`src/rtl/dest_pipe_tracker_pkg.sv`:
```
`default_nettype none
// +----------------------------------------------------------------------------+
// | Package  : pipe_pkg                                                        |
// | Purpose  : Shared types and constants for the destination-register         |
// |            pipeline tracker: entry layout, canonical bubble encoding and a  |
// |            stage-index width helper.                                       |
// | Revision : 1.0  initial release                                            |
// +----------------------------------------------------------------------------+
package pipe_pkg;

  localparam int AW            = 5;  // register-address width
  localparam int DEPTH_DEFAULT = 3;  // EX/MEM, MEM/WB, WB/retire

  // One tracked instruction: is it present, does it write, and where.
  typedef struct packed {
    logic          valid;
    logic          wen;
    logic [AW-1:0] dest;
  } dest_entry_t;

  // Empty slots are always stored as all-zeros so that stale wen/dest bits
  // can never leak into the hazard compare.
  localparam dest_entry_t ENTRY_BUBBLE = '0;

  // Stage-index width; a single-stage tracker still needs a 1-bit index port.
  function automatic int clog2_min1(input int n);
    return (n <= 1) ? 1 : $clog2(n);
  endfunction

endpackage
`default_nettype wire

```
`src/rtl/dest_pipe_tracker_slot.sv`:
```
`default_nettype none
// +----------------------------------------------------------------------------+
// | Module   : pipe_dest_slot                                                  |
// | Purpose  : One pipeline stage register of the destination tracker.         |
// |            Hold has priority over flush, flush over load.                  |
// | Ports    : clk, rst_n (async, active-low)                                  |
// |            hold  - keep current contents                                   |
// |            flush - load the canonical bubble                               |
// |            d     - next entry presented by the tracker                     |
// |            q     - registered entry                                        |
// | Revision : 1.0  initial release                                            |
// +----------------------------------------------------------------------------+
module pipe_dest_slot
  import pipe_pkg::*;
(
  input  logic        clk,
  input  logic        rst_n,
  input  logic        hold,
  input  logic        flush,
  input  dest_entry_t d,
  output dest_entry_t q
);

  dest_entry_t r_q;

  // A flush arriving while the stage is held is dropped; the controller
  // is expected to reassert it once the hold clears.
  always_ff @(posedge clk or negedge rst_n) begin
    if (!rst_n) begin
      r_q <= ENTRY_BUBBLE;
    end else if (hold) begin
      r_q <= r_q;
    end else if (flush) begin
      r_q <= ENTRY_BUBBLE;
    end else begin
      r_q <= d;
    end
  end

  assign q = r_q;

endmodule
`default_nettype wire

```
`src/rtl/dest_pipe_tracker.sv`:
```
`default_nettype none
// +----------------------------------------------------------------------------+
// | Module   : dest_pipe_tracker                                               |
// | Purpose  : Carries {valid, wen, dest} of in-flight instructions through    |
// |            DEPTH stage registers (stage 0 = EX/MEM) with per-stage hold    |
// |            and flush, and reports RAW hazards for two source operands.     |
// | Ports    : clk, rst_n            clock, async active-low reset             |
// |            in_valid/in_wen/in_dest  instruction leaving EX                 |
// |            bubble[DEPTH]         per-stage hold request                    |
// |            flush[DEPTH]          per-stage clear request                   |
// |            stage_valid/stage_wen/stage_dest  registered stage contents     |
// |            hold_eff[DEPTH]       effective hold (depends on bubble only)   |
// |            rs1/rs2               source operands under decode              |
// |            rsX_hit/rsX_stage     pending-write match, youngest stage       |
// | Note     : AW must equal pipe_pkg::AW (entry layout lives in the package). |
// | Revision : 1.0  initial release                                            |
// +----------------------------------------------------------------------------+
module dest_pipe_tracker #(
  parameter int AW    = pipe_pkg::AW,
  parameter int DEPTH = pipe_pkg::DEPTH_DEFAULT,
  parameter int IDXW  = pipe_pkg::clog2_min1(DEPTH)
) (
  input  logic              clk,
  input  logic              rst_n,
  input  logic              in_valid,
  input  logic              in_wen,
  input  logic [AW-1:0]     in_dest,
  input  logic [DEPTH-1:0]  bubble,
  input  logic [DEPTH-1:0]  flush,
  output logic [DEPTH-1:0]  stage_valid,
  output logic [DEPTH-1:0]  stage_wen,
  output logic [DEPTH*AW-1:0] stage_dest,
  output logic [DEPTH-1:0]  hold_eff,
  input  logic [AW-1:0]     rs1,
  input  logic [AW-1:0]     rs2,
  output logic              rs1_hit,
  output logic              rs2_hit,
  output logic [IDXW-1:0]   rs1_stage,
  output logic [IDXW-1:0]   rs2_stage
);

  import pipe_pkg::*;

  logic [DEPTH-1:0] w_hold;
  dest_entry_t      w_in;
  dest_entry_t      w_src [DEPTH];
  dest_entry_t      w_q   [DEPTH];

  // A stalled stage freezes everything younger than it, so the hold
  // ripples from the oldest stage toward stage 0.
  always_comb begin
    w_hold[DEPTH-1] = bubble[DEPTH-1];
    for (int i = DEPTH - 2; i >= 0; i--) begin
      w_hold[i] = bubble[i] | w_hold[i+1];
    end
  end

  assign hold_eff = w_hold;

  // Canonicalise the EX entry: a non-instruction never carries wen/dest.
  always_comb begin
    w_in = ENTRY_BUBBLE;
    if (in_valid) begin
      w_in.valid = 1'b1;
      w_in.wen   = in_wen;
      w_in.dest  = in_dest;
    end
  end

  generate
    for (genvar i = 0; i < DEPTH; i++) begin : g_stage
      if (i == 0) begin : g_head
        assign w_src[i] = w_in;
      end else begin : g_body
        // When the younger stage is frozen its entry stays put, so this
        // stage takes a bubble rather than a duplicate.
        assign w_src[i] = w_hold[i-1] ? ENTRY_BUBBLE : w_q[i-1];
      end

      pipe_dest_slot u_slot (
        .clk   (clk),
        .rst_n (rst_n),
        .hold  (w_hold[i]),
        .flush (flush[i]),
        .d     (w_src[i]),
        .q     (w_q[i])
      );

      assign stage_valid[i]         = w_q[i].valid;
      assign stage_wen[i]           = w_q[i].wen;
      assign stage_dest[i*AW +: AW] = w_q[i].dest;
    end
  endgenerate

  // Hazard lookup from registered state only. Scanning oldest to youngest
  // lets the youngest match overwrite, giving lowest-index priority.
  // x0 is hard-wired zero and never a real dependency.
  always_comb begin
    rs1_hit   = 1'b0;
    rs1_stage = '0;
    rs2_hit   = 1'b0;
    rs2_stage = '0;
    for (int i = DEPTH - 1; i >= 0; i--) begin
      if (w_q[i].valid && w_q[i].wen && (w_q[i].dest == rs1) && (rs1 != '0)) begin
        rs1_hit   = 1'b1;
        rs1_stage = IDXW'(i);
      end
      if (w_q[i].valid && w_q[i].wen && (w_q[i].dest == rs2) && (rs2 != '0)) begin
        rs2_hit   = 1'b1;
        rs2_stage = IDXW'(i);
      end
    end
  end

endmodule
`default_nettype wire

```
`config.mk`:
```
export PLATFORM = sky130hd
export DESIGN_NAME = dest_pipe_tracker
export DESIGN_NICKNAME = d
export VERILOG_FILES = /design/src/rtl/dest_pipe_tracker_pkg.sv /design/src/rtl/dest_pipe_tracker_slot.sv /design/src/rtl/dest_pipe_tracker.sv
export SDC_FILE = /design/constraint.sdc
export NUM_CORES = 1
export LEC_CHECK = 0
export ABC_AREA = 1
export BUFFER_PORTS_ARGS = -buffer_cell sky130_fd_sc_hd__buf_2
export CAP_MARGIN = 40
export CORE_ASPECT_RATIO = 0.5
export CORE_UTILIZATION = 30
export CTS_CLUSTER_SIZE = 10
export DETAILED_ROUTE_END_ITERATION = 8
export PLACE_DENSITY = 0.59
export SETUP_SLACK_MARGIN = 0.2
export SLEW_MARGIN = 0
export SYNTH_ARGS = -nofsm -noshare
export SYNTH_HDL_FRONTEND = slang
export SYNTH_SLANG_ARGS = --single-unit
```
`constraint.sdc`:
```
create_clock -name clk -period 0.8 [get_ports clk]
set_input_delay 0.04 -clock clk [delete_from_list [all_inputs] [get_ports clk]]
set_output_delay 0.04 -clock clk [all_outputs]
set_load 0.05 [all_outputs]
```
==> results of run 1 <==
==> layer usage <==
layer / wire length [microns] / share of wire, %
met1: 3010 / 45
met2: 3260 / 49
met3: 336 / 5.0
met4: 63 / 0.94
met5: 0 / 0
==> critical path, delay by kind of cell, from the launching register on <==
kind                   cells  cell delay, ps
and+or+nand+nor            7             670
DFF                        1             460
buffers and inverters      1             150
==> placed cells by master, fill, tap and decap left out, drive strengths merged <==
cell type | Yosys | layout
buf | 3 | 130
nand2 | 81 | 81
inv | 45 | 45
nor2 | 26 | 26
dfrtp | 21 | 21
o32ai | 12 | 12
nand3 | 8 | 8
o22ai | 7 | 7
a21oi | 5 | 5
xnor2 | 5 | 5
clkbuf | 0 | 4
o21ai | 2 | 2
nand3b | 2 | 2
o31ai | 2 | 2
nand4 | 1 | 1
xor2 | 1 | 1
o21bai | 1 | 1
==> metrics by stage <==
step | instances | hold slack (ps) | area, sq um | power [mW]
2_1_floorplan | 222 | -256 | 1630 | 1.81
3_3_place_gp | 384 | 24.4 | 2300 | 2.28
3_5_place_dp | 384 | 21.2 | 2300 | 2.28
4_1_cts | 406 | -261 | 2940 | 3.31
5_1_grt | 419 | -244 | 3280 | 3.75
6_report | 419 | -274 | 3280 | 3.61
==> how the worst max path moves through the flow <==
stage | end | cells past startpoint | from
3_5_place_dp | rs2_stage[1] | 8 | g_stage[2].u_slot.q[0]$_DFFE_PN0N_
2_1_floorplan | rs1_stage[1] | 9 | g_stage[1].u_slot.q[1]$_DFFE_PN0N_
5_1_grt | rs2_stage[0] | 10 | g_stage[0].u_slot.q[0]$_DFFE_PN0N_
6_report | rs2_stage[1] | 8 | g_stage[2].u_slot.q[4]$_DFFE_PN0N_
3_3_place_gp | rs2_stage[1] | 8 | g_stage[2].u_slot.q[0]$_DFFE_PN0N_
4_1_cts | rs1_stage[1] | 7 | g_stage[0].u_slot.q[4]$_DFFE_PN0N_
==> cell type report <==
type | count | area [sq um]
Inverter | 45 | 191
Fill cell | 332 | 1270
Clock buffer | 4 | 45.0
Tap cell | 66 | 82.6
Timing Repair Buffer | 130 | 1290
Sequential cell | 21 | 552
Multi-Input combinational cell | 153 | 1120
==> cell families (layout without fill, tap and decap cells) <==
group	Yosys count	in the layout
AND/OR/NAND/NOR	118	118
buffers and inverters	48	179
XOR/XNOR	6	6
flip-flops	21	21
AO/OA/AOI/OAI	29	29
==> timing repair <==
action | 4_1_cts | 5_1_grt
setup buffers | 18 | 13
setup endpoints to repair | 50 | 50
endpoints found under the hold margin | 21 | 21
pin swaps | 33 | 23
gates resized for setup | 117 | 57
==> where the power goes <==
| part | total [mW] | internal (mW) | switching (mW) |
|---|---|---|---|
| clock network | 0.722 | 0.356 | 0.366 |
| logic | 1.65 | 0.777 | 0.877 |
| registers | 1.23 | 1.13 | 0.0990 |
==> key figures, run 1 <==
Status
  – Status: finished with violations
  – Violations in the final reports: hold timing, setup timing

Route
  – DRT iter0 DRCs: 100
  – Post-route ant nets: 0
  – Final wirelength: 6670 microns
  – Detailed-route via count: 2,037
  – DR WL/cell: 15.9 microns
  – Post-route DRC: 0
  – Vias/cell: 4.86
  – DRT Pass-1 Iters: 4

CTS
  – Worst skew pair latency: 260 ps
  – Root Buffer: clkbuf_8
  – Clk slew on worst S/H paths: 80 ps
  – Num CTS Buffers: 3
  – Max Root-Sink Buffers: 2
  – H-tree levels: 1
  – Clock sink count: 21
  – CTS tree: yes

Timing
  – Setup violators final: 47
  – Setup TNS: -12,480 ps
  – RSZ-0062 raised after global routing: true
  – Final period utilization: 197%
  – Min Hold Slack: -274 ps
  – Clock skew: 4.21 ps
  – Max-slew violations: 0
  – Minimum clock period: 1580 ps
  – Final Hold Violating Endpoints: 21
  – Worst-Margin Slew: 495 ps
  – Slew HR: 67.0%
  – Setup ws final: -778 ps
  – Achievable Freq: 634 MHz

Logic synthesis
  – Post-synthesis sequential area ratio: 35.7%
  – Yosys warnings: 0
  – Post-synth net total: 247
  – Compound-Gate Fraction of Synth Area: 14.0%
  – Synthesis-stage register bit count: 21
  – Mapped cell area: 1470 sq um
  – Mean Syn Cell Area: 6.63 sq um
  – Leading area contributor after synthesis: dfrtp_1
  – Adder-cell share of the synthesized area: 0%
  – Synth unique cells: 21
  – Post-Synth XOR/XNOR Area: 3.57%
  – Top FF cell, synth: dfrtp_1
  – Synth top area cells: dfrtp_1 (36%), nand2_1 (20%), inv_1 (11%)
  – Largest family of logic cells by synthesized area: simple AND/OR/NAND/NOR gates
  – Most frequent cell after synthesis: nand2_1
  – Share of the synthesized area in the top cell type: 35.7%
  – Syn Inst Count: 222
  – Ys async rst share: 100%
  – Post-synth EDFFs: 0
  – Mux share of post-synthesis cell area: 0%
  – Most frequent cells after synthesis: nand2_1 (80), inv_1 (43), nor2_1 (25), dfrtp_1 (21), o32ai_1 (12)
  – Simple-gate share of the synthesized area: 33.3%

Setup path
  – Crit-path slowest cell: dfrtp_2
  – Worst path cell trace: nand2_1 > nand2_1 > nor2_1 > nand2_1 > nor2_2 > nand2_2 > nor2_4 > buf_8
  – Critical path launch point type: register
  – Reg2reg end: g_stage[1].u_slot.q[1]$_DFFE_PN0N_
  – WP data arrival: 1540 ps
  – R2r setup slk: -390 ps
  – Critical path class: reg -> out
  – CP max FO: 4
  – Slowest stage delay, CP: 460 ps
  – Depth of the most critical reg-to-reg path: 5
  – Worst Path Required: 760 ps
  – R2r startpoint: g_stage[0].u_slot.q[1]$_DFFE_PN0N_
  – CP dominant cell by count: nand2_1
  – Worst setup EP type: primary output

Global routing
  – Tot GR Track Use: 23.7%
  – Grt total ovfl: 0
  – GR Util met3: 1.21%
  – Largest net degree at the start of global routing: 22
  – Layer with the highest usage: met2
  – Met2 global-route usage: 38.7%
  – M1 GR Usage: 34.1%
  – First-pass GRT wire length: 9260 microns
  – Vias in the first global route: 1,870
  – Initial antenna violation count: 0

Floorplan
  – Floorplan die height: 51.5 microns
  – Die area: 5210 sq um
  – CORE AREA: 4550 sq um
  – Initial Utilization: 32.3%
  – Row Count: 17
  – IO Count: 55
  – Die W: 101 microns

Pwr
  – Leakage: 1.58 nW
  – PD cells: 1100 nW/um^2
  – Worst VDD drop: 0.720 mV

Cells and area
  – Fin util: 72.0%
  – Final nets: 379
  – Share of post-route cells with drive strength above 1: 66.0%
  – Max reg flops: 21
  – Ant diodes: 0
  – Syn-to-layout area delta: 123%

Placement
  – # port buffers: 54
  – Post-DP HPWL: 4180 microns
  – Post-placement setup slack: -561 ps
  – Gp weighted congestion: 0.968

Worst hold path
  – Hold WC Path Type: in -> async

Job
  – MaxCap Viol Count: 0
Power figures use the tool's default switching activity.
==> run 2, diff against run 1 <==
--- a/config.mk
+++ b/config.mk
@@ -12,8 +12,9 @@
 export CORE_UTILIZATION = 30
 export CTS_CLUSTER_SIZE = 10
 export DETAILED_ROUTE_END_ITERATION = 8
-export PLACE_DENSITY = 0.59
+export PLACE_DENSITY = 0.58
 export SETUP_SLACK_MARGIN = 0.2
+export SKIP_CTS_REPAIR_TIMING = 1
 export SLEW_MARGIN = 0
 export SYNTH_ARGS = -nofsm -noshare
 export SYNTH_HDL_FRONTEND = slang
==> constraint.sdc (replaced) <==
create_clock -name clk -period 1.3 [get_ports clk]
set_input_delay 0.065 -clock clk [delete_from_list [all_inputs] [get_ports clk]]
set_output_delay 0.065 -clock clk [all_outputs]
set_load 0.05 [all_outputs]
==> run 2 against run 1 <==
Effect of this change: sequential share of layout area grew 6.5 points; the run ends with setup timing left; routed wire length is 24% lower; clock skew down 1.8 ps; hold slack better by 310 ps; power is 50% lower; non-clock buffer count down 40; cell count is 9.5% lower; critical path depth fell by 1.
==> key figures, run 2 (same netlist as run 1, synthesis figures left out) <==
Status
  – Violations in the final reports: setup timing
  – Status: finished with violations

Global routing
  – First-pass GRT wire length: 7820 microns
  – Tot GR Track Use: 19.9%
  – Largest net degree at the start of global routing: 22
  – Grt total ovfl: 0
  – Initial antenna violation count: 0
  – Vias in the first global route: 1,603

Cells and area
  – Final nets: 339
  – Footprint of the multi-input gates: 878 sq um
  – Number of fill cells: 465
  – Fin area: 2360 sq um
  – Ant diodes: 0
  – Max reg flops: 21
  – Syn-to-layout area delta: 60.5%
  – Seq. cell area: 552 sq um
  – Leading cell type in the layout, fill and taps excluded: nand2_1
  – Most frequent cells in the layout: nand2_1 (71), buf_2 (42), buf_4 (37)
  – Fin util: 51.9%
  – Share of post-route cells with drive strength above 1: 50.8%

CTS
  – Max Root-Sink Buffers: 2
  – H-tree levels: 1
  – CTS tree: yes
  – Root Buffer: clkbuf_8
  – Num CTS Buffers: 3
  – Worst skew pair latency: 260 ps
  – Clock sink count: 21
  – Clk slew on worst S/H paths: 80 ps

Job
  – MaxCap Viol Count: 0

Route
  – Final wirelength: 5070 microns
  – Detailed-route via count: 1,742
  – Post-route DRC: 0
  – DRT Pass-1 Iters: 4
  – Post-route ant nets: 0
  – Vias/cell: 4.60
  – DRT iter0 DRCs: 84
  – DR WL/cell: 13.4 microns

Pwr
  – PD cells: 767 nW/um^2
  – Worst VDD drop: 0.463 mV
  – Leakage: 1.25 nW

Worst hold path
  – Hold WC Path Type: in -> reg

Setup path
  – Crit-path slowest cell: dfrtp_2
  – CP dominant cell by count: nand2_1
  – Worst path cell trace: nand2_1 > a21oi_1 > nand2_1 > nor2_4 > buf_4 > a21oi_4 > buf_6
  – CP max FO: 2
  – Slowest stage delay, CP: 410 ps
  – Critical path launch point type: register
  – WP data arrival: 1490 ps
  – Worst Path Required: 1240 ps
  – Worst setup EP type: primary output
  – Critical path class: reg -> out

Placement
  – DP Area: 2160 sq um
  – # port buffers: 54
  – Post-DP HPWL: 4100 microns
  – Gp weighted congestion: 0.962

Timing
  – RSZ-0062 raised after global routing: true
  – Clock skew: 2.43 ps
  – Minimum clock period: 1560 ps
  – Worst-Margin Slew: 492 ps
  – Setup ws final: -259 ps
  – Slew HR: 67.2%
  – Final Hold Violating Endpoints: 0
  – Setup violators final: 6
  – Setup TNS: -1340 ps
  – Max-slew violations: 0
  – Final period utilization: 120%
  – Min Hold Slack: 37.5 ps
  – Achievable Freq: 642 MHz

Floorplan
  – Initial Utilization: 32.3%
  – CORE AREA: 4550 sq um
  – Row Count: 17
  – Die area: 5210 sq um
  – IO Count: 55
  – Floorplan die height: 51.5 microns
  – Die W: 101 microns
run 2: changes by cell type in the layout (fill, tap and decap cells not counted), moves of 7 or more:
cell     delta
buf_6      -41
inv_1       +7
nand2_1     +8
nand2_2     -8
buf_8      -17
buf_2      +19
o32ai_1    +11
run 2: power breakdown:
group | internal, mW | switching, mW
registers | 0.697 | 0.0481
logic | 0.231 | 0.405
clock network | 0.213 | 0.218
run 2: per-layer routing:
metal  GRT usage, %  routed length, microns  part of all wire, %
met2           30.4                    2290                   45
met3           2.82                     241                  4.8
met5              0                       0                    0
met4           3.62                      19                 0.37
met1           29.8                    2520                   50
run 2: path summary, 6_finish.rpt:
check,start,endpoint,slack (ps),depth (start not counted)
min in group asynchronous,rst_n,g_stage[2].u_slot.q[0]$_DFFE_PN0N_,320,2
setup / recovery,g_stage[0].u_slot.q[6]$_DFFE_PN0N_,rs1_stage[0],-260,7
max in group asynchronous,rst_n,g_stage[1].u_slot.q[6]$_DFFE_PN0N_,620,2
hold / removal,in_dest[1],g_stage[0].u_slot.q[1]$_DFFE_PN0N_,40,3
setup reg to reg,g_stage[1].u_slot.q[1]$_DFFE_PN0N_,g_stage[2].u_slot.q[1]$_DFFE_PN0N_,250,4
hold reg to reg,g_stage[2].u_slot.q[5]$_DFFE_PN0N_,g_stage[2].u_slot.q[5]$_DFFE_PN0N_,600,3
run 2: area by class of cell:
cell class | instances | share of cell area, %
clock buffers | 3 | 1.75
clock inverters | 1 | 0.212
inverters | 45 | 7.47
multi-input cells | 153 | 37.2
flip-flops and latches | 21 | 23.4
well taps | 66 | 3.50
repair buffers | 90 | 26.5
run 2: stage by stage:
| stage | std cells | total power [mW] | worst slack (ps) |
|---|---|---|---|
| 2_1_floorplan | 222 | 1.10 | -83.5 |
| 4_1_cts | 376 | 1.79 | -358 |
| 5_1_grt | 379 | 1.90 | -346 |
| 3_3_place_gp | 372 | 1.35 | -56.3 |
| 6_report | 379 | 1.81 | -259 |
| 3_5_place_dp | 372 | 1.36 | -62.3 |
run 2: critical path: cells and delay by family, from the launching register on:
kind	cells	cell delay (ps)
compound gates	2	210
buf+inv	2	310
flops	1	410
simple gates	3	310
